File: config.mk
export PLATFORM = sky130hd
export DESIGN_NAME = inst_fetch
export DESIGN_NICKNAME = d
export VERILOG_FILES = /design/src/rtl/inst_fetch.sv
export SDC_FILE = /design/constraint.sdc
export NUM_CORES = 1
export LEC_CHECK = 0
export CAP_MARGIN = 20
export CORE_UTILIZATION = 43
export DETAILED_ROUTE_END_ITERATION = 7
export GPL_TIMING_DRIVEN = 0
export PLACE_DENSITY = 0.81
export SLEW_MARGIN = 20
export SYNTH_ARGS = -nofsm -noshare
export SYNTH_HDL_FRONTEND = slang
export SYNTH_SLANG_ARGS = --single-unit
File: constraint.sdc
create_clock -name clk -period 3 [get_ports clk]
set_input_delay 0.75 -clock clk [delete_from_list [all_inputs] [get_ports clk]]
set_output_delay 0.75 -clock clk [all_outputs]
set_load 0.05 [all_outputs]
File: src/rtl/inst_fetch.sv
// Instruction fetch stage: owns the PC, fetches over a req/ack handshake and
// hands each instruction (with its PC) to the decoder.
// Optional build macro FETCH_MISALIGN_TRAP_EN: a misaligned redirect raises a
// sticky fetch_fault and parks the stage in S_HALT until reset. Without it,
// redirect targets are silently word-aligned and fetch_fault stays 0.
module inst_fetch #(
  parameter logic [31:0] RESET_PC = 32'h0000_0000,
  parameter logic [31:0] NOP_INST = 32'h0000_0013
) (
  input  logic        clk,
  input  logic        rst,
  input  logic        stall,
  input  logic        branchEn,
  input  logic [31:0] branchTarget,
  output logic        imem_req,
  output logic [31:0] imem_addr,
  input  logic        imem_ack,
  input  logic [31:0] imem_rdata,
  output logic [31:0] inst,
  output logic [31:0] inst_pc,
  output logic [31:0] pc_plus4,
  output logic        inst_valid,
  output logic        fetch_fault
);

`ifdef FETCH_MISALIGN_TRAP_EN
  typedef enum logic [1:0] {S_IDLE, S_REQ, S_VALID, S_HALT} state_e;
`else
  typedef enum logic [1:0] {S_IDLE, S_REQ, S_VALID} state_e;
`endif

  state_e      state_q;
  logic [31:0] pc_q;
  logic [31:0] pc_d;
  logic        req_q;
  logic [31:0] inst_q;
  logic [31:0] inst_pc_q;
  logic        valid_q;
  logic [31:0] redirect_pc;
  logic [31:0] seq_pc;
`ifdef FETCH_MISALIGN_TRAP_EN
  logic        misalign;
  logic        fault_q;
`endif

  // Next-PC selection: sequential (mod 2^32) or word-aligned redirect target.
  always_comb begin
    seq_pc      = pc_q + 32'd4;
    redirect_pc = branchTarget & ~32'h0000_0003;
    pc_d        = branchEn ? redirect_pc : seq_pc;
`ifdef FETCH_MISALIGN_TRAP_EN
    misalign    = branchEn && (branchTarget[1:0] != 2'b00);
`endif
  end

  // Fetch FSM with all handshake/decoder outputs registered.
  always_ff @(posedge clk) begin
    if (!rst) begin
      state_q   <= S_IDLE;
      pc_q      <= RESET_PC;
      req_q     <= 1'b0;
      inst_q    <= NOP_INST;
      inst_pc_q <= RESET_PC;
      valid_q   <= 1'b0;
`ifdef FETCH_MISALIGN_TRAP_EN
      fault_q   <= 1'b0;
`endif
    end else begin
      case (state_q)
        S_IDLE: begin
          state_q <= S_REQ;
          req_q   <= 1'b1;
        end
        S_REQ: begin
          if (imem_ack) begin
            inst_q    <= imem_rdata;
            inst_pc_q <= pc_q;
            valid_q   <= 1'b1;
            req_q     <= 1'b0;
            state_q   <= S_VALID;
          end
        end
        S_VALID: begin
          // Redirects are only honoured once the decoder accepts the instruction.
          if (!stall) begin
            valid_q <= 1'b0;
            inst_q  <= NOP_INST;
`ifdef FETCH_MISALIGN_TRAP_EN
            if (misalign) begin
              fault_q <= 1'b1;
              state_q <= S_HALT;
            end else begin
              pc_q    <= pc_d;
              req_q   <= 1'b1;
              state_q <= S_REQ;
            end
`else
            pc_q    <= pc_d;
            req_q   <= 1'b1;
            state_q <= S_REQ;
`endif
          end
        end
`ifdef FETCH_MISALIGN_TRAP_EN
        S_HALT: begin
          req_q   <= 1'b0;
          valid_q <= 1'b0;
        end
`endif
        default: begin
          state_q <= S_IDLE;
          req_q   <= 1'b0;
          valid_q <= 1'b0;
        end
      endcase
    end
  end

  assign imem_req   = req_q;
  assign imem_addr  = pc_q;
  assign inst       = inst_q;
  assign inst_pc    = inst_pc_q;
  assign pc_plus4   = inst_pc_q + 32'd4;
  assign inst_valid = valid_q;
`ifdef FETCH_MISALIGN_TRAP_EN
  assign fetch_fault = fault_q;
`else
  assign fetch_fault = 1'b0;
`endif

endmodule

==> metrics.txt <==
PortBufs=between 150 and 200; drt pass-1 iters=5; Max Freq=between 0.3 and 0.4 GHz; Final Hold Fails=0; Worst EP arrival=2.16 ns; commonest non-fill, non-tap cell in the layout=clkdlybuf4s50_1; htree depth=3; cells taking the most area after synthesis=dfxtp_1, nand2_1, a22oi_1; die height=~110 µm; Reg2Reg Depth=6; final WL=16.6 mm; Ys Warns=0; worst slew pin tran=between 0.9 and 1 ns; Async SR Flop Fraction=0%; Hold Path Depth=2; Tot GR Track Use=between 20% and 30%; CTS tree=yes; fin nets=between 800 and 900; startpoint types=register; routed len/inst=about 17 µm; Yosys reg bits=95; worst r2r src=imem_addr[2]$_SDFFE_PN0P_; Syn Area/Cell=around 8 µm²; maximum VDD drop=~0.27 mV; Setup Crit Path Kind=reg -> out; multi-input logic area=~2800 µm²; top cell type's share of synthesized area=39.9%; Initial DRC Count=approximately 440; crit-path max FO=7; post-synthesis cell type count=54; first-pass GRT wire length=25.3 mm; Leak Pwr=between 0.002 and 0.003 µW; Final Cycle Share=between 90% and 100%; Tightest Hold Check Type=reg -> reg; initial antenna violation count=0; Die W=~110 µm; routed vias/inst=5.57; hold path start=inst[4]$_SDFFE_PN1P_; antenna-violating nets left=0; DP HPWL=approximately 12 mm; Fill cells=about 910; CTS clk-pin slew, worst paths=approximately 0.090 ns; Mapped Area=about 4800 µm²; grt ovf=0; Cells after Synth=609; reg2reg setup slack=between 0.5 and 0.6 ns; worst skew pair latency=0.37 ns; via count=5368; Initial Util=roughly 44%; RSZ-0062 raised after global routing=yes; Area Growth Syn to Fin=52.9%; R2R Path End=imem_addr[18]$_SDFFE_PN0P_; vias in the first global route=5082; Placer Congestion=between 0.8 and 0.9; full die area=between 10000 and 15000 µm²; final number of setup-violating endpoints=0; Max-Cap Viols=0; largest area contributor in the netlist=dfxtp_1; Clock Tree Buf Depth=2; Worst setup EP type=output port; EDFF count, synth=0; Core Footprint=roughly 11000 µm²; CTS buffer count=9; largest net degree at the start of global routing=16; Max transition margin=between 30 and 40%; Place WS=-0.607 ns; Hold EP=inst[4]$_SDFFE_PN1P_; # IOs=200; setup TNS=0 ns; Slew Viols, Final=0; layout cells sized above 1=between 10% and 20%; final worst slack=approximately 0.090 ns; ys flop type=dfxtp_1; post-synthesis sequential area ratio=between 30% and 40%; # diodes=0; clk sinks=between 90 and 100; commonest cells after routing, fill and taps aside=clkdlybuf4s50_1, nand2_1, dfxtp_1; skew final=between 0.01 and 0.015 ns; status=completed; min Tclk post-route=~2.9 ns; # DRC=0; register area=~1900 µm²; Rows=38; WP data required=around 2.3 ns; Power Dens Cells=roughly 370 nW/µm²; clock root cell=clkbuf_8
## critical path: stages, from the launching register on
cell	delay, ns
dfxtp_2	0.41
nand4_1	0.20
buf_4	0.20
nor3_4	0.24
nand2_4	0.15
nor3_2	0.20
xor2_2	0.15
clkbuf_4	0.24
## synthesized netlist by cell type, drive strengths merged (4+ instances only)
cell type	instances
nand2	102
dfxtp	95
nor2	67
a21oi	49
a22oi	34
clkbuf	33
o21ai	22
nand3	20
buf	17
nand4	17
xnor2	15
xor2	13
inv	12
nor3	11
and3	10
a31oi	8
mux2i	7
a211oi	6
a21o	6
nor4	6
a32o	5
o211ai	5
a22o	4
and4	4
nand3b	4
o31ai	4
## power breakdown
| group | internal, µW | switching [µW] |
|---|---|---|
| Combinational | 186 | 281 |
| Clock | 493 | 450 |
| Sequential | 1290 | 26.5 |
| Total | 1970 | 757 |
## metrics by stage
stage	total power (µW)	util [%]	cells	instance area, µm²	hold slack, ns
after detailed placement	1810	64.0	944	6940	0.462
final	2730	67.3	964	7300	0.482
after floorplan	1610	-	615	4870	0.518
after global placement	1800	64.0	944	6940	0.460
after global routing	2820	67.3	964	7300	0.509
after CTS	2730	66.6	960	7220	0.483
## per-layer routing
| layer | GRT usage [%] | wire length, µm | vias up |
|---|---|---|---|
| li1 | - | - | 2571 |
| met1 | 34.4 | 6850 | 2500 |
| met2 | 47.0 | 8040 | 267 |
| met3 | 6.23 | 1340 | 30 |
| met4 | 11.5 | 369 | 0 |
| met5 | 0 | 0 | - |
## registers in the layout (all words and copies together), names as in the netlist
name	flops
inst_pc	30
inst	32
imem_req	1
state_q	1
imem_addr	30
inst_valid	1
## layout make-up
cell class / instances / area share, %
multi-input combinational: 458 / 38.6
sequential: 95 / 26.3
timing repair buffer: 193 / 26.0
buffer: 50 / 3.02
tap: 140 / 2.40
clock buffer: 11 / 1.94
clock inverter: 5 / 1.11
inverter: 12 / 0.617
## timing repair
action,CTS,global route
hold endpoints to repair,0,0
gates cloned,0,0
hold buffers,0,0
pin swaps,0,3
buffers inserted,0,4
setup endpoints to repair,21,22
resized for setup,80,31
## worst max-delay path by stage
| stage | end | cells past startpoint | slack, ns | start |
|---|---|---|---|---|
| after floorplan | pc_plus4[30] | 6 | -0.04 | inst_pc[2]$_SDFFE_PN0P_ |
| after global placement | pc_plus4[28] | 7 | -0.60 | inst_pc[2]$_SDFFE_PN0P_ |
| after detailed placement | pc_plus4[30] | 7 | -0.61 | inst_pc[2]$_SDFFE_PN0P_ |
| after CTS | pc_plus4[25] | 6 | -0.05 | inst_pc[4]$_SDFFE_PN0P_ |
| after global routing | pc_plus4[23] | 6 | -0.06 | inst_pc[4]$_SDFFE_PN0P_ |
| final | pc_plus4[26] | 7 | 0.09 | inst_pc[4]$_SDFFE_PN0P_ |
## cell families after synthesis
logic type / count (synthesis) / share of synthesized area (%)
flops: 95 / 39.9
compound gates: 156 / 21.5
xor+xnor: 28 / 5.14
simple gates: 258 / 25.9
fa+ha+maj: 2 / 0.524
other cells: 1 / 0.0786
buf+inv: 62 / 5.56
mux: 7 / 1.47
Power figures use the tool's default switching activity.
